`src/rtl/conv_window_buffer.sv`:
```
// Raster-order line buffer and KxK window generator feeding the convolution multiplier.
// Latency: 1 cycle from pixel accept to shift_out/out_en (both registered).
// Backpressure: none; every accepted pixel is absorbed and every out_en must be taken downstream.
//
// Ports:
//   clk, rst_n        : clock, asynchronous active-low reset
//   frame_start       : synchronous counter restart; a pixel in the same cycle is taken as (0,0)
//   pixel_valid       : pixel_in is valid this cycle
//   pixel_in          : raster-order pixel, raw bits
//   shift_out         : flattened window, element (r,c) at [(r*K+c)*BITS +: BITS],
//                       r=0 oldest row, c=0 oldest column, newest pixel in the MSBs
//   out_en            : one-cycle strobe, shift_out holds a new in-image window
//   frame_done        : one-cycle strobe after the last pixel of a frame
//   win_count         : (only with WINDOW_CNT_EN) saturating count of windows since reset/frame_start
//
// Optional build macro: WINDOW_CNT_EN adds the win_count port and its counter.

module conv_window_buffer #(
  parameter int BITS        = 9,
  parameter int KERNEL_SIZE = 3,
  parameter int IMG_WIDTH   = 8,
  parameter int IMG_HEIGHT  = 8
) (
  input  logic                                      clk,
  input  logic                                      rst_n,
  input  logic                                      frame_start,
  input  logic                                      pixel_valid,
  input  logic [BITS-1:0]                           pixel_in,
  output logic [KERNEL_SIZE*KERNEL_SIZE*BITS-1:0]   shift_out,
  output logic                                      out_en,
  output logic                                      frame_done
`ifdef WINDOW_CNT_EN
  ,
  output logic [15:0]                               win_count
`endif
);

  localparam int K  = KERNEL_SIZE;
  localparam int CW = (IMG_WIDTH  > 1) ? $clog2(IMG_WIDTH)  : 1;
  localparam int RW = (IMG_HEIGHT > 1) ? $clog2(IMG_HEIGHT) : 1;

  typedef logic [BITS-1:0] pix_t;

  // Position counters of the next pixel to be accepted.
  logic [CW-1:0] col_q;
  logic [RW-1:0] row_q;

  // Position of the pixel seen this cycle; frame_start forces it to (0,0).
  logic [CW-1:0] col_eff;
  logic [RW-1:0] row_eff;

  // lb_q[r][x] holds the pixel at column x from row (row - (K-1-r)):
  // lb_q[K-2] is the previous row, lb_q[0] the oldest retained row.
  pix_t lb_q  [K-1][IMG_WIDTH];

  // Window registers, win_q[r][c] is element (r,c).
  pix_t win_q [K][K];

  // Column entering the right edge of the window on this accept.
  pix_t new_col [K];

  logic win_done;
  logic last_px;

  always_comb begin
    col_eff = frame_start ? '0 : col_q;
    row_eff = frame_start ? '0 : row_q;

    for (int r = 0; r < K - 1; r++) begin
      new_col[r] = lb_q[r][col_eff];
    end
    new_col[K-1] = pixel_in;

    // Only pixels far enough right and down complete a window; this also
    // hides stale line-buffer data left over from the previous frame.
    win_done = pixel_valid
               && (row_eff >= RW'(K - 1))
               && (col_eff >= CW'(K - 1));

    last_px  = pixel_valid
               && (row_eff == RW'(IMG_HEIGHT - 1))
               && (col_eff == CW'(IMG_WIDTH - 1));
  end

  // Raster counters
  always_ff @(posedge clk or negedge rst_n) begin
    if (!rst_n) begin
      col_q <= '0;
      row_q <= '0;
    end else if (pixel_valid) begin
      if (col_eff == CW'(IMG_WIDTH - 1)) begin
        col_q <= '0;
        row_q <= (row_eff == RW'(IMG_HEIGHT - 1)) ? '0 : row_eff + RW'(1);
      end else begin
        col_q <= col_eff + CW'(1);
        row_q <= row_eff;
      end
    end else if (frame_start) begin
      col_q <= '0;
      row_q <= '0;
    end
  end

  // Line buffers: each column slot moves one row up, the newest row takes pixel_in.
  always_ff @(posedge clk or negedge rst_n) begin
    if (!rst_n) begin
      for (int r = 0; r < K - 1; r++) begin
        for (int x = 0; x < IMG_WIDTH; x++) begin
          lb_q[r][x] <= '0;
        end
      end
    end else if (pixel_valid) begin
      for (int r = 0; r < K - 1; r++) begin
        lb_q[r][col_eff] <= new_col[r+1];
      end
    end
  end

  // Window: shift every row left by one column and load the new right column.
  always_ff @(posedge clk or negedge rst_n) begin
    if (!rst_n) begin
      for (int r = 0; r < K; r++) begin
        for (int c = 0; c < K; c++) begin
          win_q[r][c] <= '0;
        end
      end
    end else if (pixel_valid) begin
      for (int r = 0; r < K; r++) begin
        for (int c = 0; c < K - 1; c++) begin
          win_q[r][c] <= win_q[r][c+1];
        end
        win_q[r][K-1] <= new_col[r];
      end
    end
  end

  // Strobes
  always_ff @(posedge clk or negedge rst_n) begin
    if (!rst_n) begin
      out_en     <= 1'b0;
      frame_done <= 1'b0;
    end else begin
      out_en     <= win_done;
      frame_done <= last_px;
    end
  end

  // The window registers are the output register; flatten them.
  always_comb begin
    shift_out = '0;
    for (int r = 0; r < K; r++) begin
      for (int c = 0; c < K; c++) begin
        shift_out[(r*K+c)*BITS +: BITS] = win_q[r][c];
      end
    end
  end

`ifdef WINDOW_CNT_EN
  // frame_start wins over a coincident window so a restart always reads back 0.
  always_ff @(posedge clk or negedge rst_n) begin
    if (!rst_n) begin
      win_count <= '0;
    end else if (frame_start) begin
      win_count <= '0;
    end else if (win_done && (win_count != 16'hFFFF)) begin
      win_count <= win_count + 16'd1;
    end
  end
`endif

endmodule

```
`config.mk`:
```
export PLATFORM = sky130hd
export DESIGN_NAME = conv_window_buffer
export DESIGN_NICKNAME = d
export VERILOG_FILES = /design/src/rtl/conv_window_buffer.sv
export SDC_FILE = /design/constraint.sdc
export NUM_CORES = 1
export LEC_CHECK = 0
export CAP_MARGIN = 15
export CORE_MARGIN = 2
export CORE_UTILIZATION = 58
export DETAILED_ROUTE_END_ITERATION = 6
export PLACE_DENSITY = 0.9
export SLEW_MARGIN = 10
export SYNTH_ARGS = -nofsm -noshare
export SYNTH_HDL_FRONTEND = slang
export SYNTH_SLANG_ARGS = --single-unit
```
`constraint.sdc`:
```
create_clock -name clk -period 5.3 [get_ports clk]
set_clock_uncertainty 0.2 [all_clocks]
set_input_delay 0.795 -clock clk [delete_from_list [all_inputs] [get_ports clk]]
set_output_delay 0.795 -clock clk [all_outputs]
set_load 0.005 [all_outputs]
```
Yosys cells after proc, flatten, opt, wreduce, memory -nomap -nowiden
Index checks and enable logic that the tools add are counted.
{"block": "totals", "inputBits": 13, "register_bits": 233}
{"block": "op_classes", "muxes": 17, "n_bitwise": 1, "magnitude_cmp": 4, "reduce_logical": 5, "eq_ne": 2, "addsub": 2}
{"op": "72-bit bitwise mux", "count": 2}
{"op": "9-bit binary-select mux with 3-bit select", "count": 2}
{"op": "9-bit 2-to-1 mux", "count": 5}
{"op": "9-bit demux with 3-bit select", "count": 1}
{"op": "3-bit 2-to-1 mux", "count": 7}
{"op": "3-bit by 1-bit adder with 3-bit output (second input constant)", "count": 2}
{"op": "3-bit == test (second input constant)", "count": 2}
{"op": "3-bit by 2-bit >= comparator with 1-bit output (second input constant)", "count": 2}
{"op": "1-bit logical AND", "count": 5}
{"op": "4-bit >= comparator (second input constant)", "count": 1}
{"op": "4-bit by 1-bit < comparator with 1-bit output (second input constant)", "count": 1}
{"op": "3-bit NOT with 4-bit output", "count": 1}

Longest topological paths before layout
{"block": "depth", "ltp_word": 7, "mapped_depth": 8}

Least setup slack after synthesis
No wires, ideal clock.
{"block": "synth_path", "path_kind": "input to register", "startpoint": "input port frame_start", "endpoint": "register row_q[2]", "setup_ns": 0.125, "arrival_time_ns": 2.084, "stages": 7, "n_path_buf": 2, "slack_ns": 2.891, "path_cell_list": "buf_4 clkbuf_1 nand2b_1 inv_1 ha_1 ha_1 mux2_2"}
{"block": "synth_via", "elab_chain_cells": 5, "word_cells_on_any_way": 8}
{"element": "start: declaration", "line": "26", "rtl": "input logic frame_start,"}
{"element": "3-bit 2-to-1 mux"}
{"element": "3-bit by 1-bit adder with 3-bit output / 3-bit == test (equally long branches)", "line": "93", "rtl": "row_q <= (row_eff == RW'(IMG_HEIGHT - 1)) ? '0 : row_eff + RW'(1);"}
{"element": "3-bit 2-to-1 mux", "line": "93"}
{"element": "3-bit 2-to-1 mux", "line": "91", "rtl": "if (col_eff == CW'(IMG_WIDTH - 1)) begin"}
{"element": "3-bit 2-to-1 mux (*)", "line": "90", "rtl": "end else if (pixel_valid) begin"}
{"element": "end signal: assignment", "line": "93"}
{"element": "end signal: assignment", "line": "96", "rtl": "row_q <= row_eff;"}
{"element": "end: declaration", "line": "46", "rtl": "logic [RW-1:0] row_q;"}
Mark *: on every way between the ends. The rest lies on a longest branch, timed or not.
A chain may end at the register's enable or synchronous reset.

Worst setup path after layout
{"block": "layout_path", "startpoint": "input port frame_start", "endpoint": "register lb_q[75] (netlist name)"}
{"block": "layout_via", "elab_chain_cells": 7, "word_cells_on_any_way": 11}
{"element": "3-bit 2-to-1 mux (*)"}
{"element": "3-bit NOT with 4-bit output (implied by the code) (*)", "line": "70, 114"}
{"element": "4-bit >= comparator (implied by the code) / 4-bit by 1-bit < comparator with 1-bit output (equally long branches)", "line": "114", "rtl": "lb_q[r][col_eff] <= new_col[r+1];"}
{"element": "1-bit logical AND (implied by the code)", "line": "114"}
{"element": "9-bit 2-to-1 mux (implied by the code)", "line": "114"}
{"element": "9-bit demux with 3-bit select", "line": "114"}
{"element": "72-bit bitwise mux (*)", "line": "114"}
{"element": "end signal: indexed assignment", "line": "114"}
{"element": "end: declaration", "line": "54", "rtl": "pix_t lb_q [K-1][IMG_WIDTH];"}
Mark *: on every way between the ends. The rest lies on a longest branch, timed or not. The select of a mux whose other input is x is not followed.

==> out/results.tsv <==
stage	metric	value	unit
sta	Hold Fails Final Rpt	0	
cts	Clk Tree Root Cell	clkbuf_16	
logic_synthesis	Synth Area in Adders	0.494	%
logic_synthesis	post-synthesis simple-gate area fraction	5.89	%
power	Power Dens Cells	452	nW/um2
critical_path	critical path, cell by cell	clkdlybuf4s50_1, nor2b_1, and4_1, buf_4, nor2_1, a21oi_1	
critical_path	CP max stage cell	and4_1	
drt	Iteration-0 DRC Markers	500	
worst_hold_path	worst hold path type	in -> async	
logic_synthesis	number of synthesized flops with an enable pin	0	
logic_synthesis	Async S/R FF share, synth	100	%
critical_path	kind of critical path	in -> reg	
logic_synthesis	post-synthesis mux area share	22.3	%
finish	most common cell after layout, fill and taps aside	dfrtp_1	
critical_path	critical path endpoint category	flip-flop	
floorplanning	die area	18600	um2
critical_path	Critical R2R Launch	col_q[1]	
critical_path	Crit path largest cell delay	0.92	ns
logic_synthesis	Mapped Area	10100	um2
critical_path	Worst EP arrival	3.76	ns
sta	f_max	0.282	GHz
global_route	initial antenna violation count	0	
floorplanning	Site Rows	48	
logic_synthesis	compound-gate portion of the synthesized area	10.1	%
floorplanning	Initial Util	59.0	%
placed_design	GPL Wtd Cong	0.828	
job	max cap viols	0	
cts	Post-CTS Setup Inserts	0	
logic_synthesis	syn avg cell area	13.1	um2
outcome	status	complete, no violations	
drt	drt via density	6.07	
placed_design	Buffers on Ports	95	
cts	clock latency on the worst-skew pair	0.50	ns
logic_synthesis	Yosys reg bits	233	
sta	count of pins over their slew limit	0	
logic_synthesis	ys flop type	dfrtp_1	
global_route	GRT overflow	0	
drt	antenna viol nets, final	0	
finish	P&R area growth vs syn	16.3	%
logic_synthesis	post-synthesis xor/xnor area fraction	0.259	%
logic_synthesis	synthesized instance count	771	
drt	average wire per standard cell	20.8	um
logic_synthesis	register area share after synthesis	57.5	%
drt	DRT Wirelength	22600	um
critical_path	Worst Setup SP	frame_start	
global_route	vias in the first global route	6890	
floorplanning	chip height	136	um
global_route	Tot GR Track Use	25.0	%
critical_path	critical path required time	5.52	ns
power	Leak	5.20	nW
critical_path	critical path startpoint category	input pin	
critical_path	worst r2r path cells	5	
cts	Post-CTS Resized	0	
power	Final Power	5.33	mW
sta	Tightest Pin Transition	1.24	ns
placed_design	Post-DP HPWL	13800	um
logic_synthesis	Netlist cell types	49	
floorplanning	core box area	17200	um2
finish	n_diodes	0	
logic_synthesis	Ys Warns	0	
cts	H-Tree Depth	1	
cts	TritonCTS clock tree	built	
sta	RSZ-0062 raised after global routing	false	
drt	# DRC	0	
critical_path	R2R setup slack	2.12	ns
critical_path	CP max FO	18	
sta	crit path time final	3.54	ns
cts	TritonCTS Buffers	23	
floorplanning	Horiz. Die Dim	136	um
sta	Final setup viols	0	
drt	Pre-antenna DRT Iters	4	
global_route	largest net degree at the start of global routing	136	
logic_synthesis	combinational family with the most area after synthesis	multiplexers	
sta	period utilisation layout	66.9	%
power	peak supply drop	333	uV
floorplanning	number of top-level pins	96	
sta	Fin Setup TNS	0	ns
sta	Max-slew headroom	17.2	%
cts	clock slew at reported path FFs	0.06	ns
logic_synthesis	syn nets	788	
critical_path	R2R Path End	lb_q[131]	
cts	cts hold-fix bufs	0	
drt	vias	6584	
cts	CTS Buffer Depth	3	
critical_path	Worst setup endpoint	lb_q[75]	
finish	share of cells above drive strength 1	25.7	%
global_route	global-route wire length before repair	36400	um
cts	total clock sinks	233	
finish	commonest cells after routing, fill and taps aside	dfrtp_1 (232), mux2_2 (155), clkdlybuf4s50_1 (93)	
finish	nets@finish	866	
[power by group]
part	switching, mW	internal (mW)	leakage (nW)	total (mW)
registers	0.290	2.25	2.91	2.54
clock network	0.635	0.832	0.318	1.47
logic	0.580	0.751	1.98	1.33
[worst max-delay path: cells and delay by family]
family	cells	cell delay, ns
AND/OR/NAND/NOR	3	1.89
AO/OA/AOI/OAI	1	0.13
buffers and inverters	2	0.94
[synth_stat cells (3+ instances only)]
library cell,n,share of area [%]
a21oi_1,51,2.5
a221oi_1,9,0.78
a22o_1,8,0.69
a311oi_4,8,2.1
and3_1,3,0.19
buf_1,3,0.11
buf_2,19,0.94
buf_4,6,0.44
buf_6,9,1.0
clkbuf_1,15,0.56
dfrtp_1,233,58
ha_1,4,0.49
inv_1,3,0.11
mux2_2,155,17
mux2_4,4,0.59
mux2i_1,43,4.2
nand2_1,46,1.7
nor2_1,54,2.0
nor2b_1,6,0.37
o21ai_0,33,1.6
o21ai_1,9,0.44
o22ai_1,14,0.86
xnor2_1,3,0.26
[per-layer routing]
metal,GRT usage (%),up-vias,wire [um]
met3,4.44,70,1320
met4,9.84,0,927
met1,31.9,3347,9080
met5,0,-,0
li1,-,2905,-
met2,42.6,262,11200
[worst min path at each step]
| stage | startpoint | endpoint | slack [ns] | depth (start not counted) |
|---|---|---|---|---|
| 6_report | rst_n | lb_q[114] | 0.22 | 1 |
| 5_1_grt | rst_n | shift_out[3] | 0.30 | 1 |
| 4_1_cts | rst_n | lb_q[114] | 0.27 | 1 |
| 3_5_place_dp | lb_q[139] | lb_q[139] | 0.27 | 2 |
| 3_3_place_gp | lb_q[138] | lb_q[138] | 0.26 | 2 |
| 2_1_floorplan | lb_q[100] | lb_q[100] | 0.24 | 2 |
[per-stage QoR]
stage / hold slack, ns / worst slack (ns) / instance area [um2] / cells / utilization, %
floorplan: 0.244 / 2.89 / 10100 / 771 / -
detailed placement: 0.265 / 1.34 / 11100 / 1049 / 64.9
finish: 0.217 / 1.76 / 11800 / 1084 / 68.7
CTS: 0.272 / 1.85 / 11800 / 1084 / 68.7
global placement: 0.256 / 1.50 / 11100 / 1049 / 64.9
global route: 0.296 / 1.63 / 11800 / 1084 / 68.7
[sequential cells by signal, summed over array words and instances (netlist names)]
name	count
lb_q	144
row_q	3
shift_out	81
out_en	1
col_q	3
frame_done	1
[logic make-up after synthesis]
| group | after synthesis |
|---|---|
| AOI/OAI and AO/OA | 143 |
| xor gates and xnor gates | 3 |
| adders and majority gates | 4 |
| buffers and inverters | 58 |
| DFF | 233 |
| muxes | 204 |
| and+or+nand+nor | 126 |
[final cells by class]
class	instances	area [um2]
multi-input cells	480	3960
clock inverters	1	5.00
well taps	225	282
flip-flops and latches	233	5830
clock buffers	34	647
fillers	1155	5380
inverters	5	18.8
repair buffers	106	1050
Power figures use the tool's default switching activity.
